**src/rtl/control_alu_secuencial.sv**
```systemverilog
// rtl/control_alu_secuencial.sv - handshake sequencer for the 10-op ALU with iterative restoring divider
module control_alu_secuencial #(
  parameter int ANCHO = 3
) (
  input  logic           clk,
  input  logic           rst,
  input  logic           in_valid,
  output logic           in_ready,
  input  logic [ANCHO:0] operandoA,
  input  logic [ANCHO:0] operandoB,
  input  logic [3:0]     opcode,
  output logic           res_valid,
  input  logic           res_ready,
  output logic [ANCHO:0] resultado,
  output logic           flag_N,
  output logic           flag_Z,
  output logic           flag_C,
  output logic           flag_V,
  output logic           error,
  output logic           ocupado
);

  localparam int W  = ANCHO + 1;
  localparam int CW = $clog2(W + 1);

  localparam logic [1:0] ST_IDLE = 2'd0;
  localparam logic [1:0] ST_EXEC = 2'd1;
  localparam logic [1:0] ST_DIV  = 2'd2;
  localparam logic [1:0] ST_DONE = 2'd3;

  localparam logic [3:0] OP_ADD = 4'b0000;
  localparam logic [3:0] OP_SUB = 4'b0001;
  localparam logic [3:0] OP_MUL = 4'b0010;
  localparam logic [3:0] OP_DIV = 4'b0011;
  localparam logic [3:0] OP_MOD = 4'b0100;
  localparam logic [3:0] OP_AND = 4'b0101;
  localparam logic [3:0] OP_OR  = 4'b0110;
  localparam logic [3:0] OP_XOR = 4'b0111;
  localparam logic [3:0] OP_SHL = 4'b1000;
  localparam logic [3:0] OP_SHR = 4'b1001;

  logic [1:0]    state_q, state_d;
  logic [W-1:0]  a_q, a_d;
  logic [W-1:0]  b_q, b_d;
  logic [3:0]    op_q, op_d;
  logic [CW-1:0] cnt_q, cnt_d;
  logic [W-1:0]  rem_q, rem_d;
  logic [W-1:0]  quot_q, quot_d;
  logic [W-1:0]  res_q, res_d;
  logic          n_q, n_d;
  logic          z_q, z_d;
  logic          c_q, c_d;
  logic          v_q, v_d;
  logic          err_q, err_d;

  logic [W-1:0]  exec_res;
  logic          exec_c;
  logic          exec_v;
  logic          exec_err;
  logic [W:0]    sum_w;
  logic [W-1:0]  diff_w;
  logic [2*W-1:0] prod_w;
  logic          shift_big;

  logic [W:0]    r_sh;
  logic          r_ge;
  logic [W-1:0]  r_next;
  logic [W-1:0]  q_next;
  logic [W-1:0]  div_fin;

  assign in_ready  = (state_q == ST_IDLE);
  assign res_valid = (state_q == ST_DONE);
  assign ocupado   = (state_q != ST_IDLE);
  assign resultado = res_q;
  assign flag_N    = n_q;
  assign flag_Z    = z_q;
  assign flag_C    = c_q;
  assign flag_V    = v_q;
  assign error     = err_q;

  // Single-cycle datapath on the latched operands; div/mod only reach here with B == 0
  always_comb begin
    sum_w     = {1'b0, a_q} + {1'b0, b_q};
    diff_w    = a_q - b_q;
    prod_w    = {{W{1'b0}}, a_q} * {{W{1'b0}}, b_q};
    shift_big = ({{(32-W){1'b0}}, b_q} >= W);
    exec_res  = '0;
    exec_c    = 1'b0;
    exec_v    = 1'b0;
    exec_err  = 1'b0;
    case (op_q)
      OP_ADD: begin
        exec_res = sum_w[W-1:0];
        exec_c   = sum_w[W];
        exec_v   = (a_q[ANCHO] == b_q[ANCHO]) && (sum_w[ANCHO] != a_q[ANCHO]);
      end
      OP_SUB: begin
        exec_res = diff_w;
        exec_c   = (a_q < b_q);
        exec_v   = (a_q[ANCHO] != b_q[ANCHO]) && (diff_w[ANCHO] != a_q[ANCHO]);
      end
      OP_MUL: begin
        exec_res = prod_w[W-1:0];
        exec_c   = |prod_w[2*W-1:W];
      end
      OP_DIV: begin
        exec_res = '1;
        exec_err = 1'b1;
      end
      OP_MOD: begin
        exec_res = a_q;
        exec_err = 1'b1;
      end
      OP_AND: exec_res = a_q & b_q;
      OP_OR:  exec_res = a_q | b_q;
      OP_XOR: exec_res = a_q ^ b_q;
      OP_SHL: exec_res = shift_big ? '0 : (a_q << b_q);
      OP_SHR: exec_res = shift_big ? '0 : (a_q >> b_q);
      default: begin
        exec_res = '0;
        exec_err = 1'b1;
      end
    endcase
  end

  // One restoring-division step: shift in the next dividend bit, subtract B when it fits
  always_comb begin
    r_sh    = {rem_q, quot_q[W-1]};
    r_ge    = (r_sh >= {1'b0, b_q});
    r_next  = r_ge ? (r_sh[W-1:0] - b_q) : r_sh[W-1:0];
    q_next  = {quot_q[W-2:0], r_ge};
    div_fin = (op_q == OP_DIV) ? q_next : r_next;
  end

  // Next-state logic for the controller FSM and its result registers
  always_comb begin
    state_d = state_q;
    a_d     = a_q;
    b_d     = b_q;
    op_d    = op_q;
    cnt_d   = cnt_q;
    rem_d   = rem_q;
    quot_d  = quot_q;
    res_d   = res_q;
    n_d     = n_q;
    z_d     = z_q;
    c_d     = c_q;
    v_d     = v_q;
    err_d   = err_q;
    case (state_q)
      ST_IDLE: begin
        if (in_valid) begin
          a_d  = operandoA;
          b_d  = operandoB;
          op_d = opcode;
          if (((opcode == OP_DIV) || (opcode == OP_MOD)) && (operandoB != '0)) begin
            state_d = ST_DIV;
            cnt_d   = CW'(W);
            rem_d   = '0;
            quot_d  = operandoA;
          end else begin
            state_d = ST_EXEC;
          end
        end
      end
      ST_EXEC: begin
        res_d   = exec_res;
        n_d     = exec_res[ANCHO];
        z_d     = (exec_res == '0);
        c_d     = exec_c;
        v_d     = exec_v;
        err_d   = exec_err;
        state_d = ST_DONE;
      end
      ST_DIV: begin
        rem_d  = r_next;
        quot_d = q_next;
        cnt_d  = cnt_q - CW'(1);
        // The last step writes the result directly so DONE lands W edges after acceptance
        if (cnt_q == CW'(1)) begin
          res_d   = div_fin;
          n_d     = div_fin[ANCHO];
          z_d     = (div_fin == '0);
          c_d     = 1'b0;
          v_d     = 1'b0;
          err_d   = 1'b0;
          state_d = ST_DONE;
        end
      end
      ST_DONE: begin
        if (res_ready) begin
          state_d = ST_IDLE;
        end
      end
      default: state_d = ST_IDLE;
    endcase
  end

  // State and datapath registers; reset discards any in-flight operation
  always_ff @(posedge clk or posedge rst) begin
    if (rst) begin
      state_q <= ST_IDLE;
      a_q     <= '0;
      b_q     <= '0;
      op_q    <= '0;
      cnt_q   <= '0;
      rem_q   <= '0;
      quot_q  <= '0;
      res_q   <= '0;
      n_q     <= 1'b0;
      z_q     <= 1'b0;
      c_q     <= 1'b0;
      v_q     <= 1'b0;
      err_q   <= 1'b0;
    end else begin
      state_q <= state_d;
      a_q     <= a_d;
      b_q     <= b_d;
      op_q    <= op_d;
      cnt_q   <= cnt_d;
      rem_q   <= rem_d;
      quot_q  <= quot_d;
      res_q   <= res_d;
      n_q     <= n_d;
      z_q     <= z_d;
      c_q     <= c_d;
      v_q     <= v_d;
      err_q   <= err_d;
    end
  end

endmodule

```
**config.mk**
```make
export PLATFORM = sky130hd
export DESIGN_NAME = control_alu_secuencial
export DESIGN_NICKNAME = d
export VERILOG_FILES = /design/src/rtl/control_alu_secuencial.sv
export SDC_FILE = /design/constraint.sdc
export NUM_CORES = 1
export LEC_CHECK = 0
export BUFFER_PORTS_ARGS = -buffer_cell sky130_fd_sc_hd__clkbuf_2
export CORE_MARGIN = 1
export CORE_UTILIZATION = 45
export DETAILED_ROUTE_END_ITERATION = 8
export GPL_ROUTABILITY_DRIVEN = 0
export PLACE_DENSITY = 0.63
export SYNTH_ARGS = -nofsm -noshare
export SYNTH_HDL_FRONTEND = slang
export SYNTH_SLANG_ARGS = --single-unit
export TNS_END_PERCENT = 50
```
**constraint.sdc**
```tcl
create_clock -name clk -period 6.4 [get_ports clk]
set_input_delay 0.96 -clock clk [delete_from_list [all_inputs] [get_ports clk]]
set_output_delay 0.96 -clock clk [all_outputs]
set_load 0.1 [all_outputs]
```
# After elaboration in Yosys (flattened, before gate mapping)
# Cells that the tools add are included.
[totals]
reg_bits = 34
elab_cells = 99
[classes]
shift = 2
mul = 1
muxes = 32
n_reduce_logical = 18
eq_ne = 23
n_lt_le_gt_ge = 3
add_sub_neg = 4
bitwise_logic = 3
[ops]
columns = ["cell", "n"]
rows = [
  ["$pmux W4 S10", 1],
  ["$mux W4", 9],
  ["$pmux W4 S2", 3],
  ["$eq A4 B3 Y1 const B", 5],
  ["$eq A4 B2 Y1 const B", 3],
  ["$logic_not A4 Y1", 3],
  ["$pmux W1 S2", 6],
  ["$eq A4 B4 Y1 const B", 2],
  ["$mul A4 B4 Y8", 1],
  ["$mux W2", 4],
  ["$pmux W2 S4", 1],
  ["$reduce_or A8 Y1", 1],
  ["$sub A4 B4 Y4", 2],
  ["$mux W3", 2],
  ["$pmux W3 S2", 1],
  ["$reduce_and A3 Y1", 2],
  ["$reduce_bool A2 Y1", 3],
  ["$add A4 B4 Y5", 1],
  ["$ge A5 B4 Y1", 1],
  ["$and A4 B4 Y4", 1],
  ["$eq A2 B2 Y1 const B", 2],
  ["$eq A4 B1 Y1 const B", 1],
  ["$ge A4 B3 Y1 const B", 1],
  ["$lt A4 B4 Y1", 1],
  ["other kinds (19)", 29],
]

# Depth between registers and ports, before layout
# Gate-level depths: netlist (run 1).
[depth]
word_depth = 6
depth_mapped = 12
ltp_nobuf = 12

# Worst setup path before layout (run 1)
# Ideal clock, no wire load.
[synth_path]
path_kind = "reg2reg"
start = "register a_q[1]"
end = "register z_q, in the netlist flag_Z"
setup_time_ns = 0.067
path_stages_with_launch = 12
path_slack_ns = 2.720
required_time_ns = 6.333
arrival_time_ns = 3.613
period_less_slack_ns = 3.680
cell_sequence = "dfrtp_1 -> nand2_1 -> fa_1 -> inv_1 -> fa_1 -> fa_1 -> or2_1 -> a31oi_1 -> o311ai_1 -> or4b_1 -> o41ai_1 -> a41o_1"
[synth_between]
elab_chain_len = 5
elab_cells_between_ends = 13
classes_between = "2 x add/sub; 1 x mul; 2 x shift; 4 x mux; 3 x bitwise; 1 x reduce/logical"
[synth_lines]
columns = ["item", "line_no", "source"]
rows = [
  ["start, declared", "43", "logic [W-1:0] a_q, a_d;"],
  ["start signal, assigned", "203", "a_q <= '0;"],
  ["start signal, assigned", "217", "a_q <= a_d;"],
  ["branches (longest 2 deep; another with $mul A4 B4 Y8)", "-", ""],
  ["$pmux W4 S10 *", "91", "case (op_q)"],
  ["$logic_not A4 Y1 *", "169", "z_d = (exec_res == '0);"],
  ["$pmux W1 S2 *", "150", "case (state_q)"],
  ["end signal, assigned", "225", "z_q <= z_d;"],
  ["end, declared", "51", "logic z_q, z_d;"],
]
# Mark *: on every way between the ends.
# A chain may end at the register's enable or synchronous reset.

# Final worst setup path (run 1)
# Same ends and word-level chain as after synthesis.

==> impl_metrics.toml, run 1 <==
[run_status]
status = "finished with violations"
violations = "design-rule violations"

[timing]
slew_viol_final = 0
min_period_ns = 3.97
rsz0062_at_grt = "false"
finalSetupViolations = 0
setup_tns_ns = 0
relSlewSlack = 0.339
worst_slew_pin_slew_ns = 0.992
setup_ws_ns = 2.43
fin_worst_skew_ns = 0.00742
timing.hold.ws_ns = 0.476
hold_viol = 0
max_freq_mhz = 252
finalCritPeriodShare = 0.621

[floorplan]
die_w_um = 84.8
die_h_um = 84.8
start_util = 0.475
io_pins = 28
core-area_um2 = 6490
rows = 29
die-area_um2 = 7190

[yosys]
synthTopCellsByArea = "dfrtp_1 (27%), ha_1 (13%), mux2_2 (4.7%)"
ys_async_sr_fraction = 1.00
synth.distinct_cells = 66
avgSynthCellArea_um2 = 8.97
synth_nets = 400
synthFlopType = "dfrtp_1"
syn_inst = 344
synth-edff-count = 0
yosysSeqAreaShare = 0.268
synth.cell_area_um2 = 3090
yosysWarnings = 0
yosys.area.top_type = "dfrtp_1"
ys_ff_latch = 33
synth_top_area_share = 0.268

[finish]
layout-drive-gt1-share = 0.166
final_area_um2 = 3350
syn_to_final_growth_pct = 8.63
diodes = 0
finalNetCount = 416
nFillCells = 604

[critical_path]
reg2reg_depth = 11
endpoint_kind = "flip-flop"
r2r_slack_ns = 2.43
worstPathArrival_ns = 4.20
crit_type = "reg2reg"
critPathRequiredTime_ns = 6.63
crit_fanout = 12
start_kind = "flip-flop"

[worst_hold_path]
hold_depth = 1
hold_path_class = "reg2reg"

[grt]
grt_max_degree = 34
grt-ovfl-total = 0
grt_pass1_vias = 2539
antenna_found_initial = 0
grt_pass1_wl_um = 12600
grtUsageTotal = 0.225

[cts]
ctsHoldBuffers = 0
cts_root_buf = "clkbuf_8"
cts_resized = 0
cts_tree = "built"
numCtsBuffers = 5
clk_path_buf_depth = 2
postCtsSetupBuffers = 0
cts-htree-levels = 2
cts.sinks = 33
clk_pin_slew_worst_paths_ns = 0.07
worstSkewPairLatency_ns = 0.29

[drt]
wl_per_cell_um = 16.4
vias = 2561
drt_iter0_drc = 189
drc = 2
postRouteAntennaNets = 0
firstDrtPassIters = 6
routed_via_density = 5.85
wl_um = 7190

[placement]
dp_worst_setup_slack_ns = 2.44
port_buffers = 27
post_dp_cell_area_um2 = 3230
dpl.hpwl_um = 5530

[job]
maxCapViolCount = 0
-- synth_stat cells (2+ instances only) --
library cell and count:
nor2_1 22, and3b_1 2, a21oi_1 17, o211a_1 2, and3_1 2, and2_1 2
nor3_1 3, a211o_1 2, o21a_1 2, o31ai_1 7, buf_6 2, nor4_1 8
o21ai_1 2, xnor2_1 4, clkbuf_1 9, inv_1 29, nand2b_1 8, dfrtp_1 33
a2111oi_2 2, a21o_1 7, nand3_1 3, nor2b_1 6, buf_1 3, ha_1 33
mux2_2 13, a22o_1 2, buf_4 2, fa_1 7, mux2i_1 7, or2_2 2
a221o_1 4, o22ai_1 2, nand3b_1 3, o21ai_0 11, nand2_1 35, buf_2 5
a31oi_1 3, or3_1 4, xor2_1 2, o211ai_1 5, a2111oi_0 2
-- kinds of logic (layout without fill, tap and decap cells) --
family,after synthesis,in the layout,share of synthesized area
buf+inv,51,68,0.0713
compound gates,86,86,0.210
fa+ha+maj,40,40,0.179
simple gates,107,107,0.178
xor+xnor,6,6,0.0170
mux,21,21,0.0774
flops,33,33,0.268
-- state kept, by name, indices dropped and copies added, names as in the netlist --
register,flops
a_q,4
flag_C,1
resultado,4
rem_q,4
error,1
cnt_q,3
b_q,4
flag_V,1
state_q,2
flag_Z,1
op_q,4
quot_q,4
-- worst max-delay path: stages, from the launching register on --
cell	delay, ns
dfrtp_1	0.62
nand2_1	0.14
fa_1	0.52
inv_1	0.05
fa_1	0.52
fa_1	0.48
or2_1	0.22
a31oi_1	0.17
o311ai_1	0.09
or4b_1	0.58
o41ai_1	0.39
a41o_1	0.13
-- stage by stage --
stage / instances / utilization
after global placement: 430 / 0.498
after CTS: 438 / 0.516
after global routing: 438 / 0.516
after detailed placement: 430 / 0.498
final: 438 / 0.516
after floorplan: 344 / -
-- final timing paths --
| path | from | end |
|---|---|---|
| max in group asynchronous | rst | error |
| min in group asynchronous | rst | state_q[0] |
| setup / recovery | a_q[1] | flag_Z |
| setup reg to reg | a_q[1] | flag_Z |
| hold / removal | error | error |
| hold reg to reg | error | error |
-- cell type report --
cell class / count / area, um^2 / share of cell area
sequential: 33 / 826 / 0.246
inverter: 30 / 113 / 0.0336
clock buffer: 6 / 82.6 / 0.0246
clock inverter: 2 / 37.5 / 0.0112
timing repair buffer: 30 / 158 / 0.0470
multi-input combinational: 260 / 2040 / 0.609
tap: 77 / 96.3 / 0.0287
-- per-layer routing --
layer  global-route usage  vias up  share of wire
li1                     -     1265              -
met1                0.315     1223           0.47
met2                0.353       65           0.46
met3               0.0496        8          0.060
met4               0.0601        0          0.011
met5                    0        -              0
-- placed cells by master, fill, tap and decap left out, drive strengths merged, types with 6 or more instances in the layout --
master / n
a21o: 7
a21oi: 17
clkbuf: 33
dfrtp: 33
fa: 7
ha: 33
inv: 29
mux2: 13
mux2i: 7
nand2: 35
nand2b: 8
nor2: 22
nor2b: 6
nor4: 8
o21ai: 13
o31ai: 7
Power of run 1 is left out: the tool's default activity adds up to more than one toggle a clock period on the data nets, which glitch-free logic cannot reach.
==> inputs of run 2 (changes only) <==
- clock period: 6.4 -> 4.1 ns (I/O delays scaled with it)
==> impl_metrics.toml, run 2 (synthesis results as in run 1) <==
[worst_hold_path]
hold_path_class = "in2async"

[grt]
grt_max_degree = 34
antenna_found_initial = 0
grt_pass1_wl_um = 12600
grtUsageTotal = 0.224
grtUsageMet2 = 0.374
grt_pass1_vias = 2535
use_met3 = 0.0438
busiest_layer = "met2"
grt-ovfl-total = 0
met1_usage = 0.300

[critical_path]
start_kind = "flip-flop"
crit_type = "reg2reg"
critPathRequiredTime_ns = 4.32
endpoint_kind = "flip-flop"
worstPathArrival_ns = 4.07
reg2reg_depth = 11
crit_fanout = 8

[placement]
dpl.hpwl_um = 5820
port_buffers = 27

[cts]
ctsHoldBuffers = 0
cts.sinks = 33
cts-htree-levels = 2
clk_path_buf_depth = 2
clk_pin_slew_worst_paths_ns = 0.07
numCtsBuffers = 5
worstSkewPairLatency_ns = 0.28
postCtsSetupBuffers = 0
cts_root_buf = "clkbuf_8"
cts_tree = "built"
cts_resized = 0

[drt]
postRouteAntennaNets = 0
routed_via_density = 5.85
drt_iter0_drc = 177
wl_per_cell_um = 16.9
firstDrtPassIters = 9
vias = 2599
drc = 2
wl_um = 7510

[timing]
fin_worst_skew_ns = 0.00601
finalCritPeriodShare = 0.939
rsz0062_at_grt = "false"
max_freq_mhz = 260
slew_viol_final = 0
min_period_ns = 3.85
worst_slew_pin_slew_ns = 0.990
hold_viol = 0
relSlewSlack = 0.340
finalSetupViolations = 0
setup_tns_ns = 0

[floorplan]
io_pins = 28
rows = 29
core-area_um2 = 6490
die_w_um = 84.8
die_h_um = 84.8
die-area_um2 = 7190
start_util = 0.475

[finish]
mostFrequentLayoutCell = "nand2_1"
diodes = 0
final_cell_mix = "nand2_1 (35), ha_1 (33), dfrtp_1 (33)"
nFillCells = 601
finalNetCount = 422
layout-drive-gt1-share = 0.180
syn_to_final_growth_pct = 10.1

[run_status]
violations = "design-rule violations"
status = "finished with violations"

[job]
maxCapViolCount = 0
## run 2: per-stage QoR
step / cells / setup slack [ns] / hold slack, ns / util / cell area [um^2]
floorplan: 344 / 0.420 / 0.449 / - / 3090
global route: 444 / 0.0519 / 0.430 / 0.523 / 3400
detailed placement: 436 / 0.261 / 0.466 / 0.505 / 3280
CTS: 444 / 0.235 / 0.402 / 0.523 / 3400
global placement: 436 / 0.324 / 0.459 / 0.505 / 3280
finish: 444 / 0.249 / 0.383 / 0.523 / 3400
## run 2: cell type report
type                    count  area, um^2  share of cell area
multi-input cells         260        2040               0.601
flip-flops and latches     33         826               0.243
repair buffers             36         203              0.0596
inverters                  30         113              0.0331
well taps                  77        96.3              0.0284
clock buffers               6        82.6              0.0243
clock inverters             2        37.5              0.0110
## run 2: final timing paths
check	startpoint	to	slack, ns
max	a_q[0]	flag_Z	0.25
min	rst	cnt_q[0]	0.38
min reg2reg	resultado[0]	resultado[0]	0.48
max in group asynchronous	rst	flag_Z	3.41
max reg2reg	a_q[0]	flag_Z	0.25
min in group clk	resultado[0]	resultado[0]	0.48
## run 2: per-layer routing
| metal | wire length (um) | up-vias | share of wire |
|---|---|---|---|
| met5 | 0 | - | 0 |
| met4 | 107 | 0 | 0.014 |
| met3 | 467 | 10 | 0.062 |
| met2 | 3460 | 75 | 0.46 |
| met1 | 3480 | 1234 | 0.46 |
| li1 | - | 1280 | - |
## run 2: critical path, cell delays in order (launching register included)
cell and delay (ns):
dfrtp_1 0.48, nand2_1 0.12, fa_1 0.54, inv_1 0.05, fa_1 0.53, fa_1 0.49, or2_1 0.23, a31oi_1 0.18
o311ai_1 0.09, or4b_1 0.55, o41ai_1 0.38, a41o_1 0.13
Power of run 2 is left out for the same reason.
